[config.mk]
export PLATFORM = sky130hd
export DESIGN_NAME = pic_command_sequencer
export DESIGN_NICKNAME = d
export VERILOG_FILES = /design/src/rtl/pic_pkg.sv /design/src/rtl/pic_bus_sync.sv /design/src/rtl/pic_command_sequencer.sv
export SDC_FILE = /design/constraint.sdc
export NUM_CORES = 1
export LEC_CHECK = 0
export BUFFER_PORTS_ARGS = -buffer_cell sky130_fd_sc_hd__buf_2
export CORE_MARGIN = 8
export CORE_UTILIZATION = 54
export CTS_CLUSTER_DIAMETER = 150
export CTS_CLUSTER_SIZE = 16
export DETAILED_ROUTE_END_ITERATION = 6
export PLACE_DENSITY = 0.81
export SYNTH_ARGS = -nofsm -noshare
export SYNTH_HDL_FRONTEND = slang
export SYNTH_SLANG_ARGS = --single-unit
[constraint.sdc]
create_clock -name clk -period 2.1 [get_ports clk]
set_input_delay 0.105 -clock clk [delete_from_list [all_inputs] [get_ports clk]]
set_output_delay 0.105 -clock clk [all_outputs]
set_load 0.005 [all_outputs]
[src/rtl/pic_pkg.sv]
// Shared types and bit positions for the 8259 command sequencer.
package pic_pkg;

  typedef enum logic [2:0] {
    ST_IDLE,
    ST_ICW2,
    ST_ICW3,
    ST_ICW4,
    ST_READY
  } pic_state_t;

  // OCW2 R/SL/EOI encodings
  localparam logic [2:0] OCW2_ROT_AEOI_CLR = 3'b000;
  localparam logic [2:0] OCW2_NS_EOI       = 3'b001;
  localparam logic [2:0] OCW2_NOP          = 3'b010;
  localparam logic [2:0] OCW2_SP_EOI       = 3'b011;
  localparam logic [2:0] OCW2_ROT_AEOI_SET = 3'b100;
  localparam logic [2:0] OCW2_ROT_NS       = 3'b101;
  localparam logic [2:0] OCW2_SET_PRI      = 3'b110;
  localparam logic [2:0] OCW2_ROT_SP       = 3'b111;

  localparam int ICW1_IC4  = 0;
  localparam int ICW1_SNGL = 1;
  localparam int ICW1_LTIM = 3;
  localparam int CMD_D4    = 4;
  localparam int CMD_D3    = 3;

  localparam int ICW4_UPM  = 0;
  localparam int ICW4_AEOI = 1;
  localparam int ICW4_MS   = 2;
  localparam int ICW4_BUF  = 3;
  localparam int ICW4_SFNM = 4;

  localparam int OCW3_RIS  = 0;
  localparam int OCW3_RR   = 1;
  localparam int OCW3_P    = 2;
  localparam int OCW3_SMM  = 5;
  localparam int OCW3_ESMM = 6;

  // {wr, rd, a0, data[7:0]}
  localparam int BUS_W = 11;

  function automatic pic_state_t next_after_icw2(input logic sngl, input logic ic4);
    if (!sngl)    return ST_ICW3;
    else if (ic4) return ST_ICW4;
    else          return ST_READY;
  endfunction

endpackage

[src/rtl/pic_bus_sync.sv]
// Bundle synchroniser: all bus bits move through the same flop chain so they stay aligned.
module pic_bus_sync #(
  parameter int WIDTH  = 11,
  parameter int STAGES = 2
) (
  input  logic             clk,
  input  logic             rst_,
  input  logic [WIDTH-1:0] i_d,
  output logic [WIDTH-1:0] o_q
);

  generate
    if (STAGES == 0) begin : g_bypass
      assign o_q = i_d;
    end else begin : g_sync
      logic [STAGES-1:0][WIDTH-1:0] r_pipe;

      always_ff @(posedge clk or negedge rst_) begin
        if (!rst_) begin
          r_pipe <= '0;
        end else begin
          r_pipe[0] <= i_d;
          for (int i = 1; i < STAGES; i++) r_pipe[i] <= r_pipe[i-1];
        end
      end

      assign o_q = r_pipe[STAGES-1];
    end
  endgenerate

endmodule

[src/rtl/pic_command_sequencer.sv]
// 8259 ICW1..ICW4 initialisation sequencer and OCW1..OCW3 decoder; holds programmed config.
module pic_command_sequencer
  import pic_pkg::*;
#(
  parameter int         SYNC_STAGES = 2,
  parameter logic [7:0] IMR_RESET   = 8'h00
) (
  input  logic       clk,
  input  logic       rst_,
  input  logic       wr,
  input  logic       rd,
  input  logic       a0,
  input  logic [7:0] data_in,
  output logic       init_busy,
  output logic       ready,
  output logic       ltim,
  output logic       sngl,
  output logic [4:0] vector_base,
  output logic [7:0] icw3,
  output logic       aeoi,
  output logic       sfnm,
  output logic       buf_mode,
  output logic       ms,
  output logic       upm,
  output logic [7:0] imr,
  output logic       ocw2_valid,
  output logic [2:0] ocw2_cmd,
  output logic [2:0] ocw2_level,
  output logic       smm,
  output logic       read_isr,
  output logic       poll_req,
  output logic       rd_strobe
);

  logic [BUS_W-1:0] w_bus;
  logic             w_s_wr, w_s_rd, w_s_a0;
  logic [7:0]       w_s_data;

  pic_bus_sync #(.WIDTH(BUS_W), .STAGES(SYNC_STAGES)) u_sync (
    .clk  (clk),
    .rst_ (rst_),
    .i_d  ({wr, rd, a0, data_in}),
    .o_q  (w_bus)
  );

  assign {w_s_wr, w_s_rd, w_s_a0, w_s_data} = w_bus;

  logic       r_wr_d, r_rd_d, r_conflict;
  logic       r_a0;
  logic [7:0] r_data;

  // A write whose strobe ever overlapped rd is discarded at commit time.
  always_ff @(posedge clk or negedge rst_) begin
    if (!rst_) begin
      r_wr_d     <= 1'b0;
      r_rd_d     <= 1'b0;
      r_conflict <= 1'b0;
      r_a0       <= 1'b0;
      r_data     <= 8'h00;
    end else begin
      r_wr_d <= w_s_wr;
      r_rd_d <= w_s_rd;
      if (w_s_wr) begin
        r_a0   <= w_s_a0;
        r_data <= w_s_data;
      end
      if (w_s_wr && w_s_rd)        r_conflict <= 1'b1;
      else if (r_wr_d && !w_s_wr)  r_conflict <= 1'b0;
    end
  end

  logic w_commit, w_is_icw1, w_is_ocw2, w_is_ocw3;
  assign w_commit  = r_wr_d && !w_s_wr && !r_conflict;
  assign w_is_icw1 = !r_a0 &&  r_data[CMD_D4];
  assign w_is_ocw2 = !r_a0 && !r_data[CMD_D4] && !r_data[CMD_D3];
  assign w_is_ocw3 = !r_a0 && !r_data[CMD_D4] &&  r_data[CMD_D3];

  pic_state_t r_state;
  logic       r_ic4;
  logic       r_init_busy, r_ready, r_ltim, r_sngl;
  logic [4:0] r_vector_base;
  logic [7:0] r_icw3, r_imr;
  logic       r_aeoi, r_sfnm, r_buf, r_ms, r_upm;
  logic       r_ocw2_valid, r_poll_req, r_rd_strobe;
  logic [2:0] r_ocw2_cmd, r_ocw2_level;
  logic       r_smm, r_read_isr;

  always_ff @(posedge clk or negedge rst_) begin
    if (!rst_) begin
      r_state       <= ST_IDLE;
      r_ic4         <= 1'b0;
      r_init_busy   <= 1'b0;
      r_ready       <= 1'b0;
      r_ltim        <= 1'b0;
      r_sngl        <= 1'b0;
      r_vector_base <= 5'h00;
      r_icw3        <= 8'h00;
      r_imr         <= IMR_RESET;
      r_aeoi        <= 1'b0;
      r_sfnm        <= 1'b0;
      r_buf         <= 1'b0;
      r_ms          <= 1'b0;
      r_upm         <= 1'b0;
      r_ocw2_valid  <= 1'b0;
      r_ocw2_cmd    <= 3'b000;
      r_ocw2_level  <= 3'b000;
      r_smm         <= 1'b0;
      r_read_isr    <= 1'b0;
      r_poll_req    <= 1'b0;
      r_rd_strobe   <= 1'b0;
    end else begin
      r_ocw2_valid <= 1'b0;
      r_poll_req   <= 1'b0;
      r_rd_strobe  <= w_s_rd && !r_rd_d && !w_s_wr;

      if (w_commit) begin
        if (w_is_icw1) begin
          // ICW1 restarts initialisation from any state
          r_ltim      <= r_data[ICW1_LTIM];
          r_sngl      <= r_data[ICW1_SNGL];
          r_ic4       <= r_data[ICW1_IC4];
          r_aeoi      <= 1'b0;
          r_sfnm      <= 1'b0;
          r_buf       <= 1'b0;
          r_ms        <= 1'b0;
          r_upm       <= 1'b0;
          r_imr       <= IMR_RESET;
          r_smm       <= 1'b0;
          r_read_isr  <= 1'b0;
          r_ready     <= 1'b0;
          r_init_busy <= 1'b1;
          r_state     <= ST_ICW2;
        end else begin
          unique case (r_state)
            ST_ICW2: if (r_a0) begin
              r_vector_base <= r_data[7:3];
              r_state       <= next_after_icw2(r_sngl, r_ic4);
              if (r_sngl && !r_ic4) begin
                r_init_busy <= 1'b0;
                r_ready     <= 1'b1;
              end
            end
            ST_ICW3: if (r_a0) begin
              r_icw3 <= r_data;
              if (r_ic4) begin
                r_state <= ST_ICW4;
              end else begin
                r_state     <= ST_READY;
                r_init_busy <= 1'b0;
                r_ready     <= 1'b1;
              end
            end
            ST_ICW4: if (r_a0) begin
              r_upm       <= r_data[ICW4_UPM];
              r_aeoi      <= r_data[ICW4_AEOI];
              r_ms        <= r_data[ICW4_MS];
              r_buf       <= r_data[ICW4_BUF];
              r_sfnm      <= r_data[ICW4_SFNM];
              r_state     <= ST_READY;
              r_init_busy <= 1'b0;
              r_ready     <= 1'b1;
            end
            ST_READY: begin
              if (r_a0) begin
                r_imr <= r_data;
              end else if (w_is_ocw2) begin
                r_ocw2_valid <= 1'b1;
                r_ocw2_cmd   <= r_data[7:5];
                r_ocw2_level <= r_data[2:0];
              end else if (w_is_ocw3) begin
                if (r_data[OCW3_ESMM]) r_smm      <= r_data[OCW3_SMM];
                if (r_data[OCW3_RR])   r_read_isr <= r_data[OCW3_RIS];
                if (r_data[OCW3_P])    r_poll_req <= 1'b1;
              end
            end
            default: ;
          endcase
        end
      end
    end
  end

  assign init_busy   = r_init_busy;
  assign ready       = r_ready;
  assign ltim        = r_ltim;
  assign sngl        = r_sngl;
  assign vector_base = r_vector_base;
  assign icw3        = r_icw3;
  assign aeoi        = r_aeoi;
  assign sfnm        = r_sfnm;
  assign buf_mode    = r_buf;
  assign ms          = r_ms;
  assign upm         = r_upm;
  assign imr         = r_imr;
  assign ocw2_valid  = r_ocw2_valid;
  assign ocw2_cmd    = r_ocw2_cmd;
  assign ocw2_level  = r_ocw2_level;
  assign smm         = r_smm;
  assign read_isr    = r_read_isr;
  assign poll_req    = r_poll_req;
  assign rd_strobe   = r_rd_strobe;

endmodule

# After elaboration in Yosys (flattened, before gate mapping)
# Index checks and enable logic that the tools add are counted.
[totals]
mem_count = 0
output_inout_bits = 41
latch_bits = 0
wordCells = 141
register_bits = 79
rom_bits = 0
mem_bits_rw = 0
in_bits = 13
[classes]
eq_ne = 11
shift = 0
n_bitwise = 2
div_mod_pow = 0
magnitude_cmp = 0
multipliers = 0
addsub = 0
n_mux = 65
reduce_logical = 35
[op_table]
columns = ["cell", "n"]
rows = [
  ["$mux 1", 53],
  ["$mux 8", 3],
  ["$mux 3", 6],
  ["$ne 3x3->1 const B", 5],
  ["$reduce_bool 2->1", 7],
  ["$reduce_and 6->1", 2],
  ["$logic_and 1x1->1", 10],
  ["$reduce_and 5->1", 2],
  ["$pmux 3 s3", 1],
  ["$reduce_and 4->1", 2],
  ["$logic_not 1->1", 7],
  ["$reduce_and 7->1", 1],
  ["$eq 3x2->1 const B", 2],
  ["$pmux 1 s3", 2],
  ["$reduce_and 3->1", 2],
  ["$reduce_bool 4->1", 1],
  ["$eq 3x1->1 const B", 1],
  ["$eq 3x3->1 const B", 1],
  ["$ne 2x1->1 const B", 1],
  ["$ne 2x2->1 const B", 1],
  ["$not 1->1", 2],
  ["$reduce_and 2->1", 1],
]

# Depth between registers and ports, before layout
[depth]
ltp_word = 9
ltp_mapped = 6
mapped_depth_nobuf = 4

# By module
# From an unflattened synthesis, not the netlist that was laid out.
[unflattened]
hier_cells = 221
area_unflattened_um2 = 2969.1
[by_module_without_submodules]
columns = ["module", "area_each_um2", "cells_per_inst", "n_inst", "seq_area_each_um2"]
rows = [
  ["pic_command_sequencer", 2336.0, 188, 1, 1426.4],
  ["pic_bus_sync", 633.1, 33, 1, 550.5],
]

# Worst setup path after synthesis
# OpenSTA, ideal clock, no wires.
[synth_path]
kind = "reg2reg"
start = "register r_state[0]"
end = "register r_ocw2_level[0], in the netlist ocw2_level[0]"
setup_ns = 0.125
t_required_ns = 1.975
stages_incl_launch_ff = 7
slack_ns = 0.363
period_less_slack_ns = 1.737
arrival_time_ns = 1.612
n_path_buf = 2
cell_sequence = "dfrtp_1 > buf_6 > or3b_1 > buf_6 > nor2_8 > nand3_4 > mux2_4"
[synth_via]
elab_chain_len = 2
[synth_lines]
columns = ["element", "line_no", "text"]
rows = [
  ["start, declared", "pic_command_sequencer.sv:78", "pic_state_t r_state;"],
  ["start signal, assigned", "pic_command_sequencer.sv:137", "r_state <= next_after_icw2(r_sngl, r_ic4);"],
  ["$eq 3x3->1", "pic_command_sequencer.sv:134", "unique case (r_state)"],
  ["$reduce_and 5->1 (no line)", "--", ""],
  ["end signal, assigned", "pic_command_sequencer.sv:169", "r_ocw2_level <= r_data[2:0];"],
  ["end, declared", "pic_command_sequencer.sv:85", "logic [2:0] r_ocw2_cmd, r_ocw2_level;"],
]
# Every way passes these cells.
# A chain may end at the register's enable or synchronous reset.

# Final worst setup path
[layout_path]
start = "register r_state[0]"
end = "register r_read_isr, in the netlist read_isr"
[layout_via]
elab_chain_len = 3
[layout_lines]
columns = ["element", "line_no", "text"]
rows = [
  ["$eq 3x3->1", "pic_command_sequencer.sv:134", ""],
  ["$reduce_bool 2->1 (no line)", "--", ""],
  ["$reduce_and 6->1 (no line)", "--", ""],
  ["end signal, assigned", "pic_command_sequencer.sv:172", "if (r_data[OCW3_RR]) r_read_isr <= r_data[OCW3_RIS];"],
  ["end, declared", "pic_command_sequencer.sv:86", "logic r_smm, r_read_isr;"],
]
# Every way passes these cells.

==> impl_metrics.toml <==
[logic_synthesis]
synth_fp_nets = 209
synth_warnings = 0
netlist_instances = 196
ys_seq_elements = 79
synthSimpleGateAreaFrac_pct = 6.69
ys_seq_area_share_pct = 66.9
netlist_area_mm2 = 0.00296
syn_area_per_cell_um2 = 15.1
synth_compound_area_share_pct = 11.0
synthAdderAreaFrac_pct = 0
synth_top_family_by_area = "multiplexers"
synth_xor_area_share_pct = 0
synth_cell_types = 32
synthMuxAreaShare_pct = 12.7

[route]
postRouteAntennaNets = 0
routed_via_density = 5.31
drc = 0
drt_first_pass_iters = 4
routed_wl_mm = 6.12
drtIter0Drc = 152
dr_total_vias = 1821
drt-wirelength-per-cell_um = 17.9

[sta]
worst_pin_slew_ns = 0.585
timing.hold.ws_ns = 0.297
slew_violations = 0
rsz0062_at_grt = "false"
fmax_mhz = 523
hold_violations = 0
setup-tns-final_ns = 0
skew_ns = 0.00890
min_period_ns = 1.91
setup_viol = 0
fin_ws_ns = 0.187
timing.final.crit_share_pct = 91.1
slew_headroom_pct = 61.0

[finish]
area_delta_synth_final_pct = 22.6
layout-drive-gt1-share_pct = 39.5
nNetsFinal = 280
antenna_cells = 0
fin_area_mm2 = 0.00362

[status]
status = "finished, final reports clean"

[setup_path]
cp_data_required_time_ns = 2.37
cp_max_fo = 9
critical_path_class = "flip-flop to flip-flop"
timing.rr.start = "r_state[0]"
path_buf_inv = 1
cpPeakStageDelay_ns = 0.51
worst-r2r-cell-count = 5
rr_endpoint = "read_isr"
cp.arrival_ns = 2.18
crit_family = "simple AND/OR/NAND/NOR gates"
setup.worst_path.start_class = "flip-flop"
rrSetupSlack_ns = 0.19
end_kind = "flip-flop"
crit_chain = "or3b_1 > buf_4 > nor3_2 > nand3b_1 > mux2i_1"
cpMaxStageDelayCell = "or3b_1"

[power]
p_per_area_mw_per_mm2 = 1040
max-vdd-ir-drop_uv = 631
cellLeakagePower_nw = 1.78
totalPowerFinal_w = 0.00376

[clock_network]
cts_root_buf = "clkbuf_8"
post_cts_resized = 0
cts_buffers = 9
cts_tree = "yes"
clock_path_buffers = 2
clkLatencyLatePin_ns = 0.35
numClockSinks = 79
cts_setup_buffers = 0
htreeDepth = 3
clk_pin_slew_worst_paths_ns = 0.08
ctsHoldBuffers = 12

[floorplanning]
start_util_pct = 54.7
design.die.area_mm2 = 0.00810
num_io_pins = 54
chipWidth_um = 90.0
core_area_mm2 = 0.00541
rows = 27
die_h_um = 90.0

[placed_design]
place_ws_ns = 0.223
hpwl_mm = 4.12
portBuffers = 53
place.gp.congestion = 0.795
placedInstanceArea_mm2 = 0.00331

[global_routing]
grt_max_degree = 49
grt_pass1_vias = 1947
grt_use_total_pct = 15.8
grt_overflow_total = 0
antenna_found_initial = 0
grt_pass1_wl_mm = 10.0

[hold_path]
worstHoldPathType = "input pin to async pin"

[flow_run]
drv_cap = 0
[kinds of logic (layout without fill, tap and decap cells)]
family,count (synthesis),in the layout
DFF,79,79
AOI/OAI and AO/OA,42,42
muxes,31,31
and+or+nand+nor,28,28
buffers and inverters,16,91
[synthesized netlist by cell type]
master	number	share of area (%)
dfrtp_1	79	67
a22oi_1	1	0.25
nor3_2	1	0.34
o21a_1	1	0.25
and4bb_2	1	0.42
o221ai_1	1	0.30
clkbuf_1	5	0.64
nand3b_1	3	0.76
nand3_1	1	0.17
buf_2	3	0.51
nor2_8	1	0.68
mux2_2	21	8.0
o31ai_1	1	0.25
o211ai_1	1	0.25
a22o_1	24	7.1
nand2_1	8	1.0
or2_1	1	0.21
buf_6	2	0.76
and3_1	2	0.42
mux2i_1	2	0.68
inv_1	6	0.76
a21oi_1	3	0.51
nor2_1	3	0.38
or3b_1	2	0.59
nand3b_2	1	0.38
nor3b_1	2	0.51
nand2b_1	1	0.21
mux2_4	8	4.1
o21ai_0	6	1.0
o2111ai_1	1	0.30
nand3_4	1	0.59
a21o_1	3	0.76
[state kept, by name (all words and copies together) (netlist names), 5 cells and up]
signal,count
vector_base,5
icw3,8
u_sync.o_q,11
r_data,8
imr,8
u_sync.g_sync.r_pipe,11
[worst max-delay path by stage]
stage | start | endpoint | slack (ns) | cells after the start
finish | r_state[0] | read_isr | 0.19 | 5
global route | r_state[0] | read_isr | 0.06 | 5
CTS | r_state[0] | read_isr | 0.20 | 5
detailed placement | r_state[0] | read_isr | 0.22 | 5
global placement | u_sync.o_q[10] | sngl | 0.35 | 3
floorplan | r_state[0] | ocw2_level[0] | 0.36 | 6
[cells in the final DEF (no fill, tap or decap), drive strengths merged]
| cell | netlist | final |
|---|---|---|
| inv | 6 | 7 |
| or2 | 1 | 1 |
| o21a | 1 | 1 |
| bufinv | 0 | 1 |
| mux2i | 2 | 2 |
| dfrtp | 79 | 79 |
| o221ai | 1 | 1 |
| mux2 | 29 | 29 |
| a21oi | 3 | 3 |
| buf | 5 | 58 |
| or3b | 2 | 2 |
| a22o | 24 | 24 |
| a21o | 3 | 3 |
| a22oi | 1 | 1 |
| dlygate4sd3 | 0 | 12 |
| nand2 | 8 | 8 |
| o2111ai | 1 | 1 |
| and3 | 2 | 2 |
| clkbuf | 5 | 9 |
| clkinv | 0 | 2 |
| and4bb | 1 | 1 |
| o21ai | 6 | 6 |
| nor3 | 1 | 1 |
| clkinvlp | 0 | 2 |
| o31ai | 1 | 1 |
| o211ai | 1 | 1 |
| nand3b | 4 | 4 |
| nor2 | 4 | 4 |
| nor3b | 2 | 2 |
| nand3 | 2 | 2 |
| nand2b | 1 | 1 |
[layer usage]
layer	part of all wire, %	GRT usage, %	vias up	wire (um)
met1	43	17.7	928	2610
met5	0	0	-	0
met2	50	26.1	38	3080
met4	1.5	5.27	0	91
li1	-	-	846	-
met3	5.6	7.15	9	345
[report_power, final]
group / total, W / internal [W] / switching, W
combinational: 0.000711 / 0.000410 / 0.000301
clock: 0.00110 / 0.000550 / 0.000550
sequential: 0.00195 / 0.00176 / 0.000195
[metrics by stage]
stage / instances / utilization, %
5_1_grt: 343 / 67.0
3_3_place_gp: 316 / 61.2
2_1_floorplan: 196 / -
4_1_cts: 343 / 67.0
3_5_place_dp: 316 / 61.2
6_report: 343 / 67.0
[area by class of cell]
type	instances	area [um^2]
sequential	79	1980
fill	387	1780
multi-input combinational	101	900
timing repair buffer	70	438
clock buffer	9	124
tap	72	90.1
clock inverter	6	71.3
inverter	6	22.5
No activity file was read; power rests on OpenSTA's default activity.
